File: config.mk
export PLATFORM = sky130hd
export DESIGN_NAME = pc_ctrl_ras
export DESIGN_NICKNAME = d
export VERILOG_FILES = /design/src/rtl/pc_ctrl_ras_pkg.sv /design/src/rtl/pc_ctrl_ras_stack.sv /design/src/rtl/pc_ctrl_ras.sv
export SDC_FILE = /design/constraint.sdc
export NUM_CORES = 1
export LEC_CHECK = 0
export CAP_MARGIN = 20
export CORE_MARGIN = 2
export CORE_UTILIZATION = 55
export DETAILED_ROUTE_END_ITERATION = 8
export PLACE_DENSITY = 0.79
export SYNTH_ARGS = -nofsm -noshare
export SYNTH_HDL_FRONTEND = slang
export SYNTH_SLANG_ARGS = --single-unit
File: constraint.sdc
create_clock -name clk_i -period 4.5 [get_ports clk_i]
set_input_delay 0.45 -clock clk_i [delete_from_list [all_inputs] [get_ports clk_i]]
set_output_delay 0.45 -clock clk_i [all_outputs]
set_load 0.01 [all_outputs]
File: src/rtl/pc_ctrl_ras_pkg.sv
// Shared definitions for the PC unit: jump kinds, link registers and the default reset PC.
package pc_ctrl_ras_pkg;

  typedef enum logic [1:0] {
    JK_JAL    = 2'b00,
    JK_JALR   = 2'b01,
    JK_BRANCH = 2'b10,
    JK_SEQ    = 2'b11
  } jump_kind_e;

  localparam logic [4:0]  LINK_RA          = 5'd1;
  localparam logic [4:0]  LINK_T0          = 5'd5;
  localparam logic [31:0] DEFAULT_RESET_PC = 32'h8000_0000;

  function automatic logic is_link(input logic [4:0] r);
    return (r == LINK_RA) || (r == LINK_T0);
  endfunction

endpackage

File: src/rtl/pc_ctrl_ras_stack.sv
// Circular return-address stack; a push while full silently overwrites the oldest entry.
// push+pop together replaces the top entry; on an empty stack it behaves as a plain push.
module ras_stack #(
  parameter  int WIDTH = 32,
  parameter  int DEPTH = 8,
  localparam int PW    = $clog2(DEPTH),
  localparam int DW    = PW + 1
) (
  input  logic             clk_i,
  input  logic             rst_i,
  input  logic             push_i,
  input  logic             pop_i,
  input  logic [WIDTH-1:0] push_data_i,
  output logic [WIDTH-1:0] top_data_o,
  output logic [DW-1:0]    depth_o,
  output logic             full_o,
  output logic             empty_o
);

  logic [WIDTH-1:0] mem_q [DEPTH];
  logic [PW-1:0]    top_q, top_d, wr_ptr;
  logic [DW-1:0]    depth_q, depth_d;
  logic             wr_en;

  assign empty_o    = (depth_q == '0);
  assign full_o     = (depth_q == DW'(DEPTH));
  assign depth_o    = depth_q;
  assign top_data_o = mem_q[top_q];

  always_comb begin
    top_d   = top_q;
    depth_d = depth_q;
    wr_en   = 1'b0;
    wr_ptr  = top_q + PW'(1);
    if (push_i && pop_i && !empty_o) begin
      wr_en  = 1'b1;
      wr_ptr = top_q;
    end else if (push_i) begin
      wr_en = 1'b1;
      top_d = top_q + PW'(1);
      if (!full_o) depth_d = depth_q + DW'(1);
    end else if (pop_i && !empty_o) begin
      top_d   = top_q - PW'(1);
      depth_d = depth_q - DW'(1);
    end
  end

  always_ff @(posedge clk_i) begin
    if (rst_i) begin
      top_q   <= '0;
      depth_q <= '0;
    end else begin
      top_q   <= top_d;
      depth_q <= depth_d;
    end
  end

  always_ff @(posedge clk_i) begin
    if (wr_en) mem_q[wr_ptr] <= push_data_i;
  end

endmodule

File: src/rtl/pc_ctrl_ras.sv
// Program counter with next-PC selection, call/return classification and a checked return-address stack.
// Call/return events, mismatch and misalignment are registered one cycle after the committing instruction.
module pc_ctrl_ras
  import pc_ctrl_ras_pkg::*;
#(
  parameter  int                    ADDR_WIDTH = 32,
  parameter  logic [ADDR_WIDTH-1:0] RESET_PC   = ADDR_WIDTH'(DEFAULT_RESET_PC),
  parameter  int                    INST_BYTES = 4,
  parameter  int                    RAS_DEPTH  = 8,
  localparam int                    DEPTH_W    = $clog2(RAS_DEPTH) + 1
) (
  input  logic                  clk_i,
  input  logic                  rst_i,
  input  logic                  advance_i,
  input  logic [31:0]           instruction_i,
  input  logic [1:0]            jump_kind_i,
  input  logic [ADDR_WIDTH-1:0] offset_i,
  input  logic [ADDR_WIDTH-1:0] src1_i,
  input  logic                  branch_taken_i,
  output logic [ADDR_WIDTH-1:0] pc_o,
  output logic [ADDR_WIDTH-1:0] npc_o,
  output logic                  ev_call_o,
  output logic                  ev_ret_o,
  output logic [ADDR_WIDTH-1:0] ev_pc_o,
  output logic [ADDR_WIDTH-1:0] ev_target_o,
  output logic                  ret_mismatch_o,
  output logic                  misalign_o,
  output logic [DEPTH_W-1:0]    depth_o,
  output logic                  overflow_sticky_o,
  output logic                  underflow_sticky_o
);

  localparam logic [ADDR_WIDTH-1:0] INC = ADDR_WIDTH'(INST_BYTES);

  jump_kind_e            kind;
  logic [4:0]            rd, rs1;
  logic [ADDR_WIDTH-1:0] pc_q, pc_d, seq_pc, rel_pc, jalr_sum, target;
  logic [ADDR_WIDTH-1:0] ev_pc_q, ev_target_q, ras_top;
  logic                  is_call, is_ret, ras_full, ras_empty;
  logic                  ev_call_q, ev_ret_q, ret_mismatch_q, misalign_q;
  logic                  overflow_q, underflow_q;
  logic                  unused_instr_bits;

  assign kind              = jump_kind_e'(jump_kind_i);
  assign rd                = instruction_i[11:7];
  assign rs1               = instruction_i[19:15];
  assign unused_instr_bits = ^{instruction_i[31:20], instruction_i[14:12], instruction_i[6:0]};

  assign seq_pc   = pc_q + INC;
  assign rel_pc   = pc_q + offset_i;
  assign jalr_sum = src1_i + offset_i;

  always_comb begin
    target = seq_pc;
    case (kind)
      JK_JAL:    target = rel_pc;
      JK_JALR:   target = {jalr_sum[ADDR_WIDTH-1:1], 1'b0};
      JK_BRANCH: target = branch_taken_i ? rel_pc : seq_pc;
      default:   target = seq_pc;
    endcase
  end

  assign pc_d  = advance_i ? target : pc_q;
  assign npc_o = pc_d;

  // A jalr linking through both rd and rs1 is a coroutine swap: it is both a call and a return.
  assign is_call = ((kind == JK_JAL) || (kind == JK_JALR)) && is_link(rd);
  assign is_ret  = (kind == JK_JALR) && is_link(rs1) && ((rd == 5'd0) || is_link(rd));

  ras_stack #(
    .WIDTH (ADDR_WIDTH),
    .DEPTH (RAS_DEPTH)
  ) u_ras (
    .clk_i       (clk_i),
    .rst_i       (rst_i),
    .push_i      (advance_i && is_call),
    .pop_i       (advance_i && is_ret),
    .push_data_i (seq_pc),
    .top_data_o  (ras_top),
    .depth_o     (depth_o),
    .full_o      (ras_full),
    .empty_o     (ras_empty)
  );

  always_ff @(posedge clk_i) begin
    if (rst_i) begin
      pc_q           <= RESET_PC;
      ev_call_q      <= 1'b0;
      ev_ret_q       <= 1'b0;
      ret_mismatch_q <= 1'b0;
      misalign_q     <= 1'b0;
      ev_pc_q        <= '0;
      ev_target_q    <= '0;
      overflow_q     <= 1'b0;
      underflow_q    <= 1'b0;
    end else begin
      pc_q           <= pc_d;
      ev_call_q      <= advance_i && is_call;
      ev_ret_q       <= advance_i && is_ret;
      ret_mismatch_q <= advance_i && is_ret && (ras_empty || (ras_top != target));
      misalign_q     <= advance_i && target[1];
      if (advance_i && (is_call || is_ret)) begin
        ev_pc_q     <= pc_q;
        ev_target_q <= target;
      end
      if (advance_i && is_call && !is_ret && ras_full) overflow_q  <= 1'b1;
      if (advance_i && is_ret && ras_empty)            underflow_q <= 1'b1;
    end
  end

  assign pc_o               = pc_q;
  assign ev_call_o          = ev_call_q;
  assign ev_ret_o           = ev_ret_q;
  assign ev_pc_o            = ev_pc_q;
  assign ev_target_o        = ev_target_q;
  assign ret_mismatch_o     = ret_mismatch_q;
  assign misalign_o         = misalign_q;
  assign overflow_sticky_o  = overflow_q;
  assign underflow_sticky_o = underflow_q;

endmodule
# Yosys cells after proc, flatten, opt, wreduce, memory -nomap -nowiden
# Memories as Yosys holds them, arrays and structs flattened. A register that Yosys moved wholly into a read port is not among the register bits.
# Index checks and enable logic that the tools add are counted.
op_classes:
  bitwise_logic: 1
  n_addsub: 7
  n_div: 0
  n_eq_ne: 9
  n_mux: 15
  shifts: 0
  n_reduce_logical: 28
  n_lt_le_gt_ge: 0
  multipliers: 0
ops:
  columns: ["operator", "count"]
  rows:
  - ["one-hot mux 32 bit (3 select lines)", 1]
  - ["adder 32 bit", 2]
  - ["2-to-1 mux 32 bit", 2]
  - ["adder 32 x 3 -> 32 bit (second input constant)", 1]
  - ["inequality test 32 bit", 1]
  - ["2-to-1 mux 3 bit", 5]
  - ["logical AND 1 bit", 14]
  - ["2-to-1 mux 4 bit", 3]
  - ["equality test 5 x 1 -> 1 bit (second input constant)", 2]
  - ["equality test 5 x 3 -> 1 bit (second input constant)", 2]
  - ["logical OR 1 bit", 6]
  - ["logical NOT 5 bit", 1]
  - ["adder 4 x 1 -> 4 bit (second input constant)", 1]
  - ["equality test 4 bit (second input constant)", 1]
  - ["logical NOT 4 bit", 1]
  - ["2-to-1 mux 1 bit", 4]
  - ["subtractor 4 x 1 -> 4 bit (second input constant)", 1]
  - ["adder 3 x 1 -> 3 bit (second input constant)", 1]
  - ["AND reduction 3 bit", 1]
  - ["subtractor 3 x 1 -> 3 bit (second input constant)", 1]
  - ["equality test 2 x 1 -> 1 bit (second input constant)", 1]
  - ["equality test 2 bit (second input constant)", 1]
  - ["logical NOT 1 bit", 2]
  - ["logical NOT 2 bit", 1]
  - ["other kinds (4)", 4]
word_totals:
  output_inout_bits: 138
  wordCells: 72
  latch_bits: 0
  input_bits: 102
  ramBits: 256
  n_memories: 1
  romBits: 0
  reg_bits: 109
memory_table:
  columns: ["name", "depth", "width", "read_ports", "rd_ports_with_merged_regs", "wr", "line_no", "rtl"]
  rows:
  - ["u_ras.mem_q", 8, 32, 1, 1, 1, "pc_ctrl_ras_stack.sv:20", "logic [WIDTH-1:0] mem_q [DEPTH];"]

# Longest topological paths before layout
depth:
  word_depth: 11
  ltp_mapped: 13
  mapped_depth_nobuf: 13

# Cells and area by module
# From an unflattened synthesis, not the netlist that was laid out.
hier_totals:
  cells_unflattened: 1726
  hier_area_um2: 19720.2
modules_own_cells:
  columns: ["mod", "area_each_um2", "cells_per_inst", "seq_area_each_um2", "n_inst"]
  rows:
  - ["ras_stack", 10552.6, 465, 7887.6, 1]
  - ["pc_ctrl_ras", 9167.5, 1261, 2042.0, 1]

# Least setup slack after synthesis
# Ideal clock, no wire load.
synth_path:
  path_kind: "in2reg"
  from: "input jump_kind_i[0]"
  to: "memory u_ras.mem_q[4][0] (enable)"
  t_arrival_ps: 3590
  setup_time_ps: 421
  slack_ps: 489
  n_path_buf: 2
  required_time_ps: 4079
  cell_stages: 10
  cell_sequence: "clkbuf_1 -> nand2b_1 -> a21oi_1 -> and3_1 -> nand2_1 -> or2_2 -> clkbuf_1 -> o21ai_0 -> xor2_1 -> nor2_1"
synth_via:
  elab_chain_len: 9
  elab_cells_between_ends: 15
  classes_between: "eq/ne: 1; mux: 5; reduce/logical: 9"
synth_lines:
  columns: ["item", "line_no", "rtl"]
  rows:
  - ["start: declaration", "pc_ctrl_ras.sv:16", "input logic [1:0] jump_kind_i,"]
  - ["equality test 2 x 1 -> 1 bit / logical NOT 2 bit (equally long branches)", "pc_ctrl_ras.sv:67, pc_ctrl_ras.sv:68", null]
  - ["logical OR 1 bit / logical AND 1 bit (equally long branches)", "pc_ctrl_ras.sv:67, pc_ctrl_ras.sv:68", null]
  - ["logical AND 1 bit (on tied branches)", "pc_ctrl_ras.sv:67, pc_ctrl_ras.sv:68", null]
  - ["logical AND 1 bit (on tied branches)", "pc_ctrl_ras.sv:76, pc_ctrl_ras.sv:77", null]
  - ["logical AND 1 bit (2 in series)", "pc_ctrl_ras_stack.sv:35", "if (push_i && pop_i && !empty_o) begin"]
  - ["2-to-1 mux 1 bit", "pc_ctrl_ras_stack.sv:35", null]
  - ["2-to-1 mux 1 bit", "pc_ctrl_ras_stack.sv:59", "if (wr_en) mem_q[wr_ptr] <= push_data_i;"]
  - ["2-to-1 mux 1 bit (implied by the code)", "pc_ctrl_ras_stack.sv:59", null]
  - ["end: declaration", "pc_ctrl_ras_stack.sv:20", null]
# Several ways; a longest one is shown, not always the timed one.

# Final worst setup path
layout_path:
  from: "input offset_i[9]"
  to: "output npc_o[25]"
layout_via:
  elab_chain_len: 4
  elab_cells_between_ends: 5
  classes_between: "add/sub: 2; mux: 3"
layout_lines:
  columns: ["item", "line_no", "rtl"]
  rows:
  - ["start: declaration", "pc_ctrl_ras.sv:17", "input logic [ADDR_WIDTH-1:0] offset_i,"]
  - ["adder 32 bit", "pc_ctrl_ras.sv:50", "assign rel_pc = pc_q + offset_i;"]
  - ["2-to-1 mux 32 bit", "pc_ctrl_ras.sv:58", "JK_BRANCH: target = branch_taken_i ? rel_pc : seq_pc;"]
  - ["one-hot mux 32 bit (3 select lines) *", "pc_ctrl_ras.sv:55", "case (kind)"]
  - ["2-to-1 mux 32 bit *", "pc_ctrl_ras.sv:63", "assign pc_d = advance_i ? target : pc_q;"]
  - ["end: declaration", "pc_ctrl_ras.sv:21", "output logic [ADDR_WIDTH-1:0] npc_o,"]
# Mark *: on every way between the ends. The rest lies on a longest branch, timed or not.

==> results by group <==
Logic synthesis
  – Biggest area consumer among synthesized cells: sky130_fd_sc_hd__edfxtp_1
  – Number of synthesized flops with an enable pin: 256
  – Synth cell types: 85
  – Synthesized instance count: around 1,700
  – Most common cell in the synthesized netlist: sky130_fd_sc_hd__edfxtp_1
  – Synthesized net count: roughly 1,800
  – Leading cell types by count after synthesis: sky130_fd_sc_hd__edfxtp_1, sky130_fd_sc_hd__nand2_1, sky130_fd_sc_hd__a21oi_1, sky130_fd_sc_hd__nor2_1, sky130_fd_sc_hd__dfxtp_1
  – Flip-flop and latch count after synthesis: 368
  – Share of the synthesized area in the top cell type: 40.12%
  – Number of warnings reported in the yosys synthesis log: 0
  – Synth Area per Inst: around 12 um^2
  – Syn Std Cell Area: 19,160 um^2
  – Primary FF master, synth: sky130_fd_sc_hd__edfxtp_1
  – Ys async rst share: 0%
  – Sequential-to-total area share from yosys stat: 51.82%
  – Top post-synthesis cells by area: sky130_fd_sc_hd__edfxtp_1, sky130_fd_sc_hd__dfxtp_1, sky130_fd_sc_hd__mux4_2

Clocking
  – Clock tree from TritonCTS: yes
  – Clock net sink count: 368
  – Cts-stage hold buffer count: 0
  – Worst-path clk slew: 60 ps
  – Clock insertion delay at the later pin of the skew report: approximately 540 ps
  – CTS Root Cell: sky130_fd_sc_hd__clkbuf_16
  – Number of buffers created by CTS: 38
  – CTS H-tree depth: 2
  – Max clock buf depth: 3

Placement
  – Port bufs: 216
  – Number of cells after detailed placement: roughly 2,500
  – Half-perimeter wire length after placement: approximately 44,000 um
  – GP Congestion: 1.010
  – Worst slack, placed: -358.1 ps

Timing
  – Final Hold Fails: 0
  – Tightest Pin Transition: 1050 ps
  – Tightest slew margin relative to the limit: 29.47%
  – Pins Over Slew Limit: 0
  – Unrepaired setup endpoints after global routing: yes
  – Part of the cycle the worst path needs: 99.60%
  – Max Clock Skew: 14.81 ps
  – Max Fclk: between 0.2 and 0.25 GHz
  – Final critical-path required period: 4482 ps
  – Final Setup Violations: 0
  – Worst Setup Slack, final: 18.01 ps

Detailed routing
  – Average wire per standard cell: 24.89 um
  – DR vias/cell: 6.287
  – Initial DRT Pass Iterations: 8
  – Initial drt markers: 1,598
  – Final WL: 63,150 um
  – Via count of the routed design: 15,950
  – Number of remaining DRC errors: 0
  – Count of antenna-violating nets left after detailed routing: 0

Power and ir drop
  – Worst vdd rail ir drop: a little over 300 uV
  – Leakage power total: roughly 0.0088 uW
  – Power Density: 361.2 nW/um^2

Setup path
  – Cell breakdown of the critical path: clkdlybuf4s50_1 -> ha_1 -> buf_4 -> nand2_1 -> nor3_1 -> o31ai_1 -> buf_4 -> o211ai_1 -> a41oi_2 -> xnor2_2 -> a21oi_1 -> a21oi_2 -> clkdlybuf4s50_1
  – Crit Path Category: in2out
  – Required time at the endpoint of the critical path: 4050 ps
  – Setup crit end kind: primary output
  – Capturing point of the worst reg2reg path: ret_mismatch_o$_SDFF_PP0_
  – Maximum cell stage delay along the critical path: 590 ps
  – Sort of element at the start of the critical path: primary input
  – Worst-path maximum fanout: 5
  – Cell with the largest stage delay on the worst path: sky130_fd_sc_hd__clkdlybuf4s50_1
  – Worst-case register-to-register setup slack: between 300 and 400 ps
  – Arr. time, crit path: 4030 ps
  – Startpoint of the worst register-to-register path: pc_o[0]$_SDFF_PP0_
  – Reg2reg path depth: 14

GRT
  – Overall fraction of global-route tracks in use: 34.63%
  – GRT Residual Overflow: 0
  – Vias in the first global route: 15,420
  – Largest net degree at the start of global routing: between 60 and 70
  – Number of antenna violations at the first check in global routing: 1
  – Wire length of the first global-routing pass: 93,970 um

Floorplanning
  – Placement row count: 68
  – Die boundary width: 190.7 um
  – Total core area: around 34,000 um^2
  – Initial standard-cell utilization of the core: 55.61%
  – I/O pins: 240
  – Die boundary height: 190.7 um
  – Die outline area: around 36,000 um^2

Min path
  – Worst-case hold path end point: underflow_sticky_o$_SDFFE_PP0P_
  – Cell depth of the worst min-delay path: 3
  – Tightest Hold Check Type: in2reg
  – Hold Startpoint: advance_i

Outcome
  – Run status: finished, final reports clean

Flow run
  – Max capacitance violation total: 0

Finish
  – Fraction of final layout cells sized beyond drive strength 1: 19.61%
  – Final Non-Filler Cells: about 2,500
  – Fin nets: around 2,200
  – Area growth from synthesis to layout: 28.97%
what timing repair did:
| action | in CTS | in global routing |
|---|---|---|
| cloned | 0 | 0 |
| hold endpoints to repair | 0 | 0 |
| setup buffers | 0 | 5 |
| setup endpoints to repair | 8 | 13 |
| pin swaps | 1 | 5 |
| resized for setup | 9 | 22 |
kinds of logic (layout without fill, tap and decap cells):
logic type | after synthesis | in the layout | synth area share (%)
multiplexers | 116 | 116 | 10.30
flip-flops | 368 | 368 | 51.82
adder cells (fa/ha/maj) | 69 | 69 | 4.623
buffers and inverters | 111 | 528 | 2.370
AND/OR/NAND/NOR | 522 | 522 | 13.18
other | 0 | 1 | 0
XOR/XNOR | 97 | 97 | 4.473
AO/OA/AOI/OAI | 381 | 381 | 13.24
cells in the final DEF (no fill, tap or decap), drive strengths merged, types with 17 or more instances in the layout:
cell             n
o21ai           49
xor2            46
nor2           130
edfxtp         256
dfxtp          112
and3            19
ha              66
nand3           24
buf            222
nand2          171
a211oi          49
clkdlybuf4s50  208
clkinv          17
nor3            28
mux2i           43
mux4            64
nor2b           42
inv             24
nand4           26
a21oi          139
clkbuf          45
xnor2           51
metrics by stage:
step | setup TNS (ps) | total power [uW] | utilization [%] | hold WS, ps | instance area [um^2]
final | 0 | 8925 | 71.72 | 279.1 | 24710
after detailed placement | -916.7 | 5763 | 67.67 | 444.8 | 23320
after CTS | 0 | 8878 | 71.33 | 251.7 | 24580
after global routing | -94.46 | 9181 | 71.71 | 297.9 | 24710
after global placement | -754.2 | 5735 | 67.67 | 438.8 | 23320
after floorplan | 0 | 4841 | - | 476.1 | 19160
where the power goes:
part / leakage (uW) / internal, uW / switching [uW]
registers: 0.00325 / 3690 / 59.2
clock network: 0.000585 / 1770 / 1360
logic: 0.00497 / 923 / 1120
worst max path at each step:
stage | slack [ps] | to | start
global placement | -350 | ret_mismatch_o$_SDFF_PP0_ | offset_i[0]
detailed placement | -360 | ret_mismatch_o$_SDFF_PP0_ | offset_i[0]
global route | -50 | npc_o[31] | offset_i[22]
floorplan | 490 | u_ras.mem_q[4][0]$_DFFE_PP_ | jump_kind_i[0]
finish | 20 | npc_o[25] | offset_i[9]
CTS | 8 | npc_o[24] | offset_i[0]
layout make-up:
class / count / area (um^2)
sequential: 368 / 9937
multi-input combinational: 1185 / 8946
timing repair buffer: 436 / 3951
inverter: 23 / 86.33
fill: 2420 / 9746
clock inverter: 24 / 221.5
antenna: 1 / 2.502
tap: 455 / 569.3
clock buffer: 45 / 998.5
worst max-delay path, delay by kind of cell:
kind,cells,cell delay [ps]
fa+ha+maj,1,320
compound gates,5,1200
simple gates,2,360
xor+xnor,1,340
buf+inv,4,1340
layer usage:
layer	GRT usage [%]	wire, um	vias up
met5	0	0	-
met4	9.869	1876	0
met3	5.318	6116	137
met2	55.51	29330	904
met1	49.20	25820	7798
li1	-	-	7112
flip-flops by register name, summed over array words and instances, names as in the netlist, 3 cells and up, named ones only:
register and flops:
ev_pc_o 32, ev_target_o 32, pc_o 32, u_ras.depth_o 4, u_ras.mem_q 256, u_ras.top_q 3
Power figures use the tool's default switching activity.
